File: config.mk
export PLATFORM = sky130hd
export DESIGN_NAME = button_event_decoder
export DESIGN_NICKNAME = d
export VERILOG_FILES = /design/src/rtl/button_event_pkg.sv /design/src/rtl/button_event_decoder_press_timer.sv /design/src/rtl/button_event_decoder.sv
export SDC_FILE = /design/constraint.sdc
export NUM_CORES = 1
export LEC_CHECK = 0
export ABC_AREA = 1
export CORE_MARGIN = 5
export CORE_UTILIZATION = 60
export DETAILED_ROUTE_END_ITERATION = 12
export DONT_BUFFER_PORTS = 1
export GPL_TIMING_DRIVEN = 0
export HOLD_SLACK_MARGIN = 0.15
export PLACE_DENSITY = 0.77
export SETUP_SLACK_MARGIN = 0.1
export SLEW_MARGIN = 20
export SYNTH_ARGS = -nofsm -noshare
export SYNTH_HDL_FRONTEND = slang
export SYNTH_SLANG_ARGS = --single-unit
File: constraint.sdc
create_clock -name i_Clk -period 2.31 [get_ports i_Clk]
set_input_delay 0.462 -clock i_Clk [delete_from_list [all_inputs] [get_ports i_Clk]]
set_output_delay 0.462 -clock i_Clk [all_outputs]
set_load 0.03 [all_outputs]
File: src/rtl/button_event_pkg.sv
// Shared types and board defaults for the debounced-switch event decoder.
// Default limits assume the 25 MHz board clock.
package button_event_pkg;

    typedef enum logic [1:0] {
        WAIT_RELEASE,
        IDLE,
        PRESS,
        GAP
    } state_t;

    localparam int DEFAULT_LONG_PRESS_LIMIT = 12_500_000; // 0.5 s
    localparam int DEFAULT_DOUBLE_GAP_LIMIT = 6_250_000;  // 0.25 s

endpackage

File: src/rtl/button_event_decoder_press_timer.sv
// press_timer: cycle counter with clear/enable and a terminal-count flag
// compared against a limit that the caller may switch at runtime.
module press_timer #(
    parameter int WIDTH = 8
) (
    input  logic             clk,
    input  logic             rst_n,
    input  logic             clear,
    input  logic             enable,
    input  logic [WIDTH-1:0] terminal,
    output logic             at_terminal
);

    logic [WIDTH-1:0] count;

    // NOTE: sequential state uses non-blocking assignments so every flop
    // samples pre-edge values regardless of block ordering.
    always_ff @(posedge clk or negedge rst_n) begin
        if (!rst_n) begin
            count <= '0;
        end else if (clear) begin
            count <= '0;
        end else if (enable) begin
            count <= count + 1'b1;
        end
    end

    assign at_terminal = (count == terminal);

endmodule

File: src/rtl/button_event_decoder.sv
// Turns a debounced switch level into one-cycle short/long/double press events.
// Define DOUBLE_CLICK_EN to enable the release gap window and o_Double_Press.
module button_event_decoder
    import button_event_pkg::*;
#(
    parameter int LONG_PRESS_LIMIT = DEFAULT_LONG_PRESS_LIMIT,
    parameter int DOUBLE_GAP_LIMIT = DEFAULT_DOUBLE_GAP_LIMIT
) (
    input  logic i_Clk,
    input  logic i_Rst_L,
    input  logic i_Switch,
    output logic o_Short_Press,
    output logic o_Long_Press,
    output logic o_Double_Press,
    output logic o_Busy
);

    localparam int MAX_LIMIT = (LONG_PRESS_LIMIT > DOUBLE_GAP_LIMIT) ?
                               LONG_PRESS_LIMIT : DOUBLE_GAP_LIMIT;
    localparam int CNT_W = $clog2(MAX_LIMIT);
    localparam logic [CNT_W-1:0] LONG_LAST = CNT_W'(LONG_PRESS_LIMIT - 1);
    localparam logic [CNT_W-1:0] GAP_LAST  = CNT_W'(DOUBLE_GAP_LIMIT - 1);

    state_t state;
    logic   timing;
    logic   leave;
    logic   at_terminal;

`ifdef DOUBLE_CLICK_EN
    logic double_press;
    assign o_Double_Press = double_press;
`else
    assign o_Double_Press = 1'b0;
`endif

    // The timer runs only in PRESS/GAP and clears on the edge that leaves them.
    // NOTE: every always_comb output gets a default first so no path infers a latch.
    always_comb begin
        timing = 1'b0;
        leave  = 1'b0;
        case (state)
            PRESS: begin
                timing = 1'b1;
                leave  = !i_Switch || at_terminal;
            end
            GAP: begin
                timing = 1'b1;
                leave  = i_Switch || at_terminal;
            end
            default: ;
        endcase
    end

    press_timer #(
        .WIDTH(CNT_W)
    ) u_press_timer (
        .clk        (i_Clk),
        .rst_n      (i_Rst_L),
        .clear      (!timing || leave),
        .enable     (timing),
        .terminal   ((state == GAP) ? GAP_LAST : LONG_LAST),
        .at_terminal(at_terminal)
    );

    always_ff @(posedge i_Clk or negedge i_Rst_L) begin
        if (!i_Rst_L) begin
            state         <= WAIT_RELEASE;
            o_Short_Press <= 1'b0;
            o_Long_Press  <= 1'b0;
`ifdef DOUBLE_CLICK_EN
            double_press  <= 1'b0;
`endif
        end else begin
            o_Short_Press <= 1'b0;
            o_Long_Press  <= 1'b0;
`ifdef DOUBLE_CLICK_EN
            double_press  <= 1'b0;
`endif
            case (state)
                WAIT_RELEASE: if (!i_Switch) state <= IDLE;
                IDLE:         if (i_Switch) state <= PRESS;
                PRESS: begin
                    if (!i_Switch) begin
`ifdef DOUBLE_CLICK_EN
                        state <= GAP;
`else
                        o_Short_Press <= 1'b1;
                        state         <= IDLE;
`endif
                    end else if (at_terminal) begin
                        o_Long_Press <= 1'b1;
                        state        <= WAIT_RELEASE;
                    end
                end
                GAP: begin
`ifdef DOUBLE_CLICK_EN
                    // A press on the terminal edge still counts as a double press.
                    if (i_Switch) begin
                        double_press <= 1'b1;
                        state        <= WAIT_RELEASE;
                    end else if (at_terminal) begin
                        o_Short_Press <= 1'b1;
                        state         <= IDLE;
                    end
`else
                    state <= IDLE;
`endif
                end
                default: state <= WAIT_RELEASE;
            endcase
        end
    end

    assign o_Busy = (state != IDLE);

endmodule

==> results.yml, run 1 <==
critical_path:
  crit_type: "register to register"
  start_kind: "register"
  setup.worst_path.start: "u_press_timer.count[0]"
  worstPathMaxFanout: 10
  end_kind: "register"
  rrSetupSlack_ps: 610
  arrival_ps: 1920
  r2r.worst_path.cells: 9
  cpMostUsedCell: "nor2_1"
  slowest_delay_ps: 420
  worstReg2RegStart: "u_press_timer.count[0]"
  worstPathRequired_ps: 2530
  crit_family: "simple AND/OR/NAND/NOR gates"
  path_depth: 9
  path_buf_inv: 1
  slowest_stage: "dfrtp_1"
  crit_path_cell_trace: "ha_1 > nand3_2 > nor2_1 > nand2_1 > nor2_1 > nand2_1 > nand2_2 > buf_6 > nor2_1"
timing:
  fin_tns_setup_ps: 0
  slew_violations: 0
  setup_viol: 0
  finalCriticalPeriod_ps: 1698
  finClkSkew_ps: 7.598
  finalCritPeriodShare: 0.7350
  clock.fmax_mhz: 589.0
  hold_violations: 0
  rsz0062_at_grt: "no"
pwr:
  fin_total_pwr_mw: 0.7551
  ir_worst_vdd_uv: 359.6
  powerDensity_nw_per_um2: 442.4
  p_leak_nw: 0.7029
place:
  place.gp.congestion: 1.006
  io_buffers: 0
  hpwlAfterDp_um: 2592
logic_synthesis:
  yosysSeqAreaShare: 0.4334
  synth-seq-cells: 28
  syn_nets: 232
  syn_avg_cell_area_um2: 7.090
  netlist-cell-type-count: 21
  netlist.area_leader.share: 0.4334
  yosys.area.top_type: "dfrtp_1"
  syn_area_um2: 1617
  synth_warnings: 0
  netlist_instances: 228
  synthTopCellsByArea: "dfrtp_1 (43%), nand2_1 (17%), nor2_1 (15%), xor2_1 (6.0%), inv_1 (5.1%)"
grt:
  grt_pass1_wl_um: 5899
  grt_max_degree: 29
  antenna_found_initial: 0
  grt_pass1_vias: 1367
  grt_use_total: 0.2093
  overflow: 0
routing:
  viasPerCell: 5.205
  ant_nets: 0
  first_iter_violations: 67
  drc: 0
  post_drt_wl_per_cell_um: 12.53
  routed_wl_um: 3295
  dr_total_vias: 1369
  drt-pass1-iter-count: 4
clock_tree:
  cts_max_level: 1
  clkLatencyLatePin_ps: 320
  cts.sinks: 28
  path_clk_slew_ps: 140
  cts_tree: "yes"
  root_buffer: "clkbuf_4"
  cts_buffer_depth: 2
  cts_made_buffers: 3
  postCtsSetupRepairBufs: 0
hold_path:
  worstHoldPathType: "input pin to register"
  min_path_cells: 1
  hp-start: "i_Switch"
finish:
  drive_gt1_frac: 0.05579
  area_growth_pct: 5.573
  fillerInstances: 240
  final_nets: 239
  diodes: 0
die:
  dieWidth_um: 61.91
  ios: 7
  start_util: 0.6409
  core_um2: 2522
  die-height_um: 61.91
  rows: 18
  die_area_um2: 3832
flow_run:
  cap_violations: 0
outcome:
  status: "finished clean"
-- per-stage QoR --
stage	instances	setup slack (ps)	utilization	hold slack, ps	area [um2]
floorplan	228	872.9	-	166.4	1617
global placement	258	660.2	0.6558	167.2	1654
detailed placement	258	625.3	0.6558	167.1	1654
CTS	263	597.4	0.6766	178.1	1707
global route	263	475.5	0.6766	166.5	1707
finish	263	612.1	0.6766	187.5	1707
-- worst register-to-register path, cell delays in order, from the launching register on --
cell and delay [ps]:
dfrtp_1 420, ha_1 220, nand3_2 180, nor2_1 170, nand2_1 70, nor2_1 80, nand2_1 90, nand2_2 160
buf_6 160, nor2_1 50
-- sequential cells by signal (all words and copies together), names as in the netlist --
register / flops
o_Long_Press: 1
state: 2
u_press_timer.count: 24
o_Short_Press: 1
-- worst paths after layout --
check                                          end
min reg2reg                 u_press_timer.count[0]
max                        u_press_timer.count[11]
max reg2reg                u_press_timer.count[11]
min in group asynchronous  u_press_timer.count[12]
min                                  o_Short_Press
max in group asynchronous  u_press_timer.count[20]
-- power by group --
group,total [mW],internal (mW),switching (mW)
sequential,0.503,0.496,0.00739
combinational,0.0582,0.0186,0.0396
clock,0.193,0.0612,0.132
total,0.755,0.576,0.179
-- Yosys cell counts --
library cell and instances:
conb_1 1, nand3_2 2, a21oi_2 1, nor2_4 1
nor2_1 64, nand3b_1 1, buf_6 2, ha_1 1
and2_1 1, dfrtp_1 28, nand3_1 9, xnor2_1 5
nand4_1 1, xor2_1 11, nor3_1 1, buf_4 1
or2_0 1, nand2_2 2, nand2_1 72, inv_1 22
o21bai_1 1
-- cells by family after synthesis --
logic type,after synthesis,synth area share
buffers and inverters,25,0.06966
adders and majority gates,1,0.007739
xor gates and xnor gates,16,0.08668
other,1,0.002320
and+or+nand+nor,155,0.3901
AOI/OAI and AO/OA,2,0.01006
DFF,28,0.4334
-- what timing repair did --
item | in CTS | in global routing
endpoints found under the hold margin | 28 | 0
hold buffers | 2 | 0
gates resized for setup | 0 | 0
-- area by class of cell --
type                    count  area (um2)  area share
flip-flops and latches     28       700.7      0.4106
well taps                  30       37.54     0.02199
plain buffers               3       30.03     0.01760
multi-input cells         175       803.3      0.4707
clock buffers               3       22.52     0.01320
inverters                  22       82.58     0.04839
repair buffers              2       30.03     0.01760
-- per-layer routing --
metal | vias to the layer above | wire [um] | track usage
met4 | 0 | 62 | 0.07576
met2 | 37 | 1617 | 0.3692
li1 | 690 | - | -
met1 | 635 | 1458 | 0.2601
met5 | - | 0 | 0
met3 | 7 | 157 | 0.02893
-- cell usage in the layout, fill, tap and decap left out --
| cell | Yosys | layout |
|---|---|---|
| nand2_1 | 72 | 72 |
| nor2_1 | 64 | 64 |
| dfrtp_1 | 28 | 28 |
| inv_1 | 22 | 22 |
| xor2_1 | 11 | 11 |
| nand3_1 | 9 | 9 |
| xnor2_1 | 5 | 5 |
| clkbuf_4 | 0 | 3 |
| nand2_2 | 2 | 2 |
| nand3_2 | 2 | 2 |
| buf_6 | 2 | 2 |
| nor3_1 | 1 | 1 |
| nand3b_1 | 1 | 1 |
| or2_0 | 1 | 1 |
| a21oi_2 | 1 | 1 |
| nor2_4 | 1 | 1 |
| o21bai_1 | 1 | 1 |
| nand4_1 | 1 | 1 |
| and2_1 | 1 | 1 |
| ha_1 | 1 | 1 |
| buf_4 | 1 | 1 |
| conb_1 | 1 | 1 |
| buf_12 | 0 | 1 |
| dlygate4sd3_1 | 0 | 1 |
No activity file was read; power rests on OpenSTA's default activity.
==> run 2, diff against run 1 <==
==> constraint.sdc (replaced) <==
create_clock -name i_Clk -period 1.65 [get_ports i_Clk]
set_input_delay 0.33 -clock i_Clk [delete_from_list [all_inputs] [get_ports i_Clk]]
set_output_delay 0.33 -clock i_Clk [all_outputs]
set_load 0.03 [all_outputs]
==> run 2 against run 1 <==
Effect of this change: final area rose by 12%; register-to-register slack got worse by 470 ps; first-iteration DRC count rose by 18%; global-route usage rose by 0.56 points; non-clock buffer count rose by 12; sequential share of layout area fell by 4.5 points; hold slack improved by 220 ps; largest power group unchanged; clock skew rose by 1.2 ps; flip-flop and latch count did not move; sequential power rose by 40%; clock power rose by 46%; fmax rose by 12%.
==> results.yml, run 2 (synthesized netlist as in run 1, its figures left out) <==
hold_path:
  worstHoldPathType: "input pin to asynchronous set/reset pin"
finish:
  largest_register_ffs: 24
  reg_top3: "u_press_timer.count: 24 flops, state: 2 flops"
  drive_gt1_frac: 0.1918
  final_area_um2: 1917
  largest-register: "u_press_timer.count"
  diodes: 0
  fin_util: 0.7599
  finalNonFillerCells: 275
  fillerInstances: 196
  area_growth_pct: 18.58
  final_nets: 251
  layout_commonest_cell: "nand2_1"
  final_cell_mix: "nand2_1 (70), nor2_1 (46), dfrtp_1 (28), inv_1 (22), nor2_2 (17)"
timing:
  clock.fmax_mhz: 662.5
  finalWorstSetupSlack_ps: 140.6
  rsz0062_at_grt: "yes"
  finClkSkew_ps: 8.793
  setup_viol: 0
  slew_violations: 0
  final.hold.worst_slack_ps: 411.9
  hold_violations: 0
  fin_tns_setup_ps: 0
  finalCritPeriodShare: 0.9148
  finalCriticalPeriod_ps: 1509
critical_path:
  slowest_delay_ps: 420
  slowest_stage: "dfrtp_1"
  arrival_ps: 1790
  worstPathMaxFanout: 4
  end_kind: "register"
  worstReg2RegStart: "u_press_timer.count[0]"
  worstPathRequired_ps: 1930
  path_buf_inv: 1
  cpMostUsedCell: "nor2_1"
  crit_path_cell_trace: "buf_4 > nand3_2 > nor2_1 > nand3_1 > xor2_1 > nor2_1"
  crit_type: "register to register"
  crit_family: "simple AND/OR/NAND/NOR gates"
  start_kind: "register"
  setup.worst_path.start: "u_press_timer.count[0]"
routing:
  first_iter_violations: 79
  post_drt_wl_per_cell_um: 13.91
  routed_wl_um: 3825
  ant_nets: 0
  drt-pass1-iter-count: 4
  drc: 0
  dr_total_vias: 1475
  viasPerCell: 5.364
die:
  start_util: 0.6409
  core_um2: 2522
  die_area_um2: 3832
  dieWidth_um: 61.91
  ios: 7
  rows: 18
  die-height_um: 61.91
place:
  hpwlAfterDp_um: 2592
  dp_cells: 258
  dpl_cell_area_um2: 1654
  io_buffers: 0
  place.gp.congestion: 1.006
  place_ws_ps: -34.72
clock_tree:
  clkLatencyLatePin_ps: 330
  path_clk_slew_ps: 140
  root_buffer: "clkbuf_4"
  cts_made_buffers: 3
  cts_tree: "yes"
  cts.sinks: 28
  cts_buffer_depth: 2
  cts_max_level: 1
outcome:
  status: "finished clean"
grt:
  grt_use_total: 0.2149
  grt_max_degree: 29
  grt_pass1_vias: 1403
  grt_pass1_wl_um: 6065
  antenna_found_initial: 0
  overflow: 0
flow_run:
  cap_violations: 0
pwr:
  p_leak_nw: 0.7724
  ir_worst_vdd_uv: 649.4
  powerDensity_nw_per_um2: 579.1
  fin_total_pwr_mw: 1.110
run 2: cell types whose count changed in the layout (fill, tap and decap cells not counted), sizes merged:
cell / delta
buf: +10
dlygate4sd3: +1
clkbuf: +1
run 2: metal layers:
metal | up-vias | wire length [um] | global-route usage
met5 | - | 0 | 0
met4 | 0 | 137 | 0.07576
met3 | 18 | 197 | 0.02686
met2 | 54 | 1876 | 0.3722
met1 | 691 | 1615 | 0.2757
li1 | 712 | - | -
run 2: cell type report:
class / count / area, um2 / share of cell area
sequential: 28 / 700.7 / 0.3655
tap: 30 / 37.54 / 0.01958
timing repair buffer: 14 / 143.9 / 0.07507
multi-input combinational: 175 / 895.9 / 0.4674
buffer: 3 / 33.78 / 0.01762
inverter: 22 / 82.58 / 0.04308
clock buffer: 3 / 22.52 / 0.01175
run 2: worst paths after layout:
check,to,slack (ps),depth (start not counted)
max,u_press_timer.count[13],140,6
min in group i_Clk,u_press_timer.count[18],410,4
max in group asynchronous,u_press_timer.count[18],1080,2
min,u_press_timer.count[12],410,2
min reg2reg,o_Short_Press,560,1
max reg2reg,u_press_timer.count[13],140,6
run 2: worst reg2reg max path: stages (launching register included):
cell and delay, ps:
dfrtp_1 420, buf_4 150, nand3_2 140, nor2_1 310
nand3_1 170, xor2_1 170, nor2_1 100
run 2: power breakdown:
| group | internal (mW) | leakage, nW | switching [mW] |
|---|---|---|---|
| registers | 0.695 | 0.387 | 0.0105 |
| logic | 0.0509 | 0.372 | 0.0728 |
| clock network | 0.0860 | 0.0138 | 0.195 |
run 2: timing repair:
action	4_1_cts	5_1_grt
setup buffers	4	5
cloned	0	2
endpoints found under the hold margin	32	0
gates resized for setup	4	26
hold buffers	3	0
setup endpoints to repair	23	23
pin swaps	2	5
==> run 3, diff against run 2 <==
--- a/config.mk
+++ b/config.mk
@@ -6,13 +6,15 @@
 export NUM_CORES = 1
 export LEC_CHECK = 0
 export ABC_AREA = 1
+export CAP_MARGIN = 25
+export CELL_PAD_IN_SITES_DETAIL_PLACEMENT = 1
+export CELL_PAD_IN_SITES_GLOBAL_PLACEMENT = 1
 export CORE_MARGIN = 5
-export CORE_UTILIZATION = 60
+export CORE_UTILIZATION = 45
 export DETAILED_ROUTE_END_ITERATION = 12
 export DONT_BUFFER_PORTS = 1
-export GPL_TIMING_DRIVEN = 0
 export HOLD_SLACK_MARGIN = 0.15
-export PLACE_DENSITY = 0.77
+export PLACE_DENSITY = 0.78
 export SETUP_SLACK_MARGIN = 0.1
 export SLEW_MARGIN = 20
 export SYNTH_ARGS = -nofsm -noshare
==> run 3 against run 2 <==
Effect of this change: the flow now finishes with violations (setup timing); non-clock buffer count grew 1; clock skew is 2.6 ps lower; final cell count is 6.5% higher; first-iteration DRC count down 22%; critical path depth is 3 higher; largest power group unchanged.
==> results.yml, run 3 (synthesized netlist as in run 1, its figures left out) <==
outcome:
  status: "complete, but fails checks"
  failed_checks: "setup timing"
finish:
  fin_util: 0.6081
  final_area_um2: 2077
  final_cell_mix: "nand2_1 (69), nor2_1 (38), dfrtp_1 (27), inv_1 (22), nor2_4 (19)"
  area_growth_pct: 28.48
  largest_register_ffs: 24
  diodes: 0
  reg_top3: "u_press_timer.count: 24 flops, state: 2 flops"
  layout_commonest_cell: "nand2_1"
  finalNonFillerCells: 293
  drive_gt1_frac: 0.2429
  final_nets: 252
  largest-register: "u_press_timer.count"
clock_tree:
  root_buffer: "clkbuf_4"
  cts.sinks: 28
  cts_tree: "yes"
  cts_max_level: 1
  cts_made_buffers: 3
  clkLatencyLatePin_ps: 340
  cts_buffer_depth: 2
  path_clk_slew_ps: 150
die:
  die_area_um2: 4891
  ios: 7
  rows: 21
  start_util: 0.4733
  die-height_um: 69.94
  core_um2: 3416
  dieWidth_um: 69.94
grt:
  grt_pass1_vias: 1518
  overflow: 0
  antenna_found_initial: 0
  grt_use_total: 0.1817
  grt_pass1_wl_um: 7024
  grt_max_degree: 29
critical_path:
  slowest_stage: "dfrtp_1"
  path_buf_inv: 1
  rrSetupSlack_ps: -20
  start_kind: "register"
  crit_path_cell_trace: "ha_2 > nand3_2 > nor2_1 > nand2_1 > nor2_2 > nand2_2 > nand2_4 > clkbuf_16 > nor2_1"
  worstPathMaxFanout: 7
  cpMostUsedCell: "nor2_1"
  worstReg2RegStart: "u_press_timer.count[0]"
  arrival_ps: 1920
  slowest_delay_ps: 420
  end_kind: "register"
  r2r.worst_path.cells: 9
  worstPathRequired_ps: 1900
  crit_type: "register to register"
  reg2reg_to: "u_press_timer.count[0]"
  crit_family: "simple AND/OR/NAND/NOR gates"
routing:
  viasPerCell: 5.048
  drc: 0
  dr_total_vias: 1479
  post_drt_wl_per_cell_um: 16.11
  drt-pass1-iter-count: 4
  first_iter_violations: 62
  ant_nets: 0
  routed_wl_um: 4721
flow_run:
  cap_violations: 0
timing:
  finalCritPeriodShare: 1.013
  finalWorstSetupSlack_ps: -20.90
  rsz0062_at_grt: "yes"
  slew_violations: 0
  setup_viol: 7
  finalCriticalPeriod_ps: 1671
  final.hold.worst_slack_ps: 398.2
  hold_violations: 0
  finClkSkew_ps: 6.180
  fin_tns_setup_ps: -70.44
  clock.fmax_mhz: 598.5
place:
  dp_cells: 276
  io_buffers: 0
  place.gp.congestion: 0.8745
  hpwlAfterDp_um: 3099
  dpl_cell_area_um2: 1694
  place_ws_ps: 82.63
pwr:
  powerDensity_nw_per_um2: 569.9
  fin_total_pwr_mw: 1.184
  p_leak_nw: 0.7972
  ir_worst_vdd_uv: 391.9
hold_path:
  worstHoldPathType: "input pin to asynchronous set/reset pin"
-- run 3: cell types whose count changed in the layout (fill, tap and decap cells not counted), sizes merged --
| cell | change |
|---|---|
| clkbuf | +1 |
| buf | +1 |
-- run 3: final cells by class --
type | instances | area [um2]
Fill cell | 424 | 1339
Multi-Input combinational cell | 175 | 1001
Sequential cell | 28 | 701.9
Timing Repair Buffer | 18 | 197.7
Inverter | 22 | 82.58
Tap cell | 46 | 57.56
Clock buffer | 4 | 36.28
-- run 3: what timing repair did --
| action | CTS | global route |
|---|---|---|
| endpoints found under the setup margin | 10 | 24 |
| hold endpoints to repair | 32 | 0 |
| gates cloned | 0 | 2 |
| hold buffers | 3 | 0 |
| pin swaps | 0 | 10 |
| resized for setup | 3 | 56 |
| buffers inserted | 2 | 6 |
-- run 3: routing by layer --
metal	share of wire	global-route usage	vias up
met4	0.014	0.07021	0
met2	0.52	0.3075	17
met3	0.018	0.02152	5
li1	-	-	723
met1	0.45	0.2361	734
met5	0	0	-
-- run 3: worst max-delay path by stage --
stage	startpoint	cells after the start	endpoint
final	u_press_timer.count[0]	9	u_press_timer.count[0]
after detailed placement	u_press_timer.count[0]	8	u_press_timer.count[22]
after global routing	u_press_timer.count[0]	9	u_press_timer.count[0]
after global placement	u_press_timer.count[0]	9	u_press_timer.count[22]
after CTS	u_press_timer.count[0]	8	u_press_timer.count[22]
after floorplan	u_press_timer.count[0]	9	u_press_timer.count[11]
-- run 3: power by group --
group	leakage, nW	internal (mW)	switching (mW)
combinational	0.391	0.0445	0.0859
clock	0.0210	0.136	0.213
sequential	0.385	0.695	0.0105
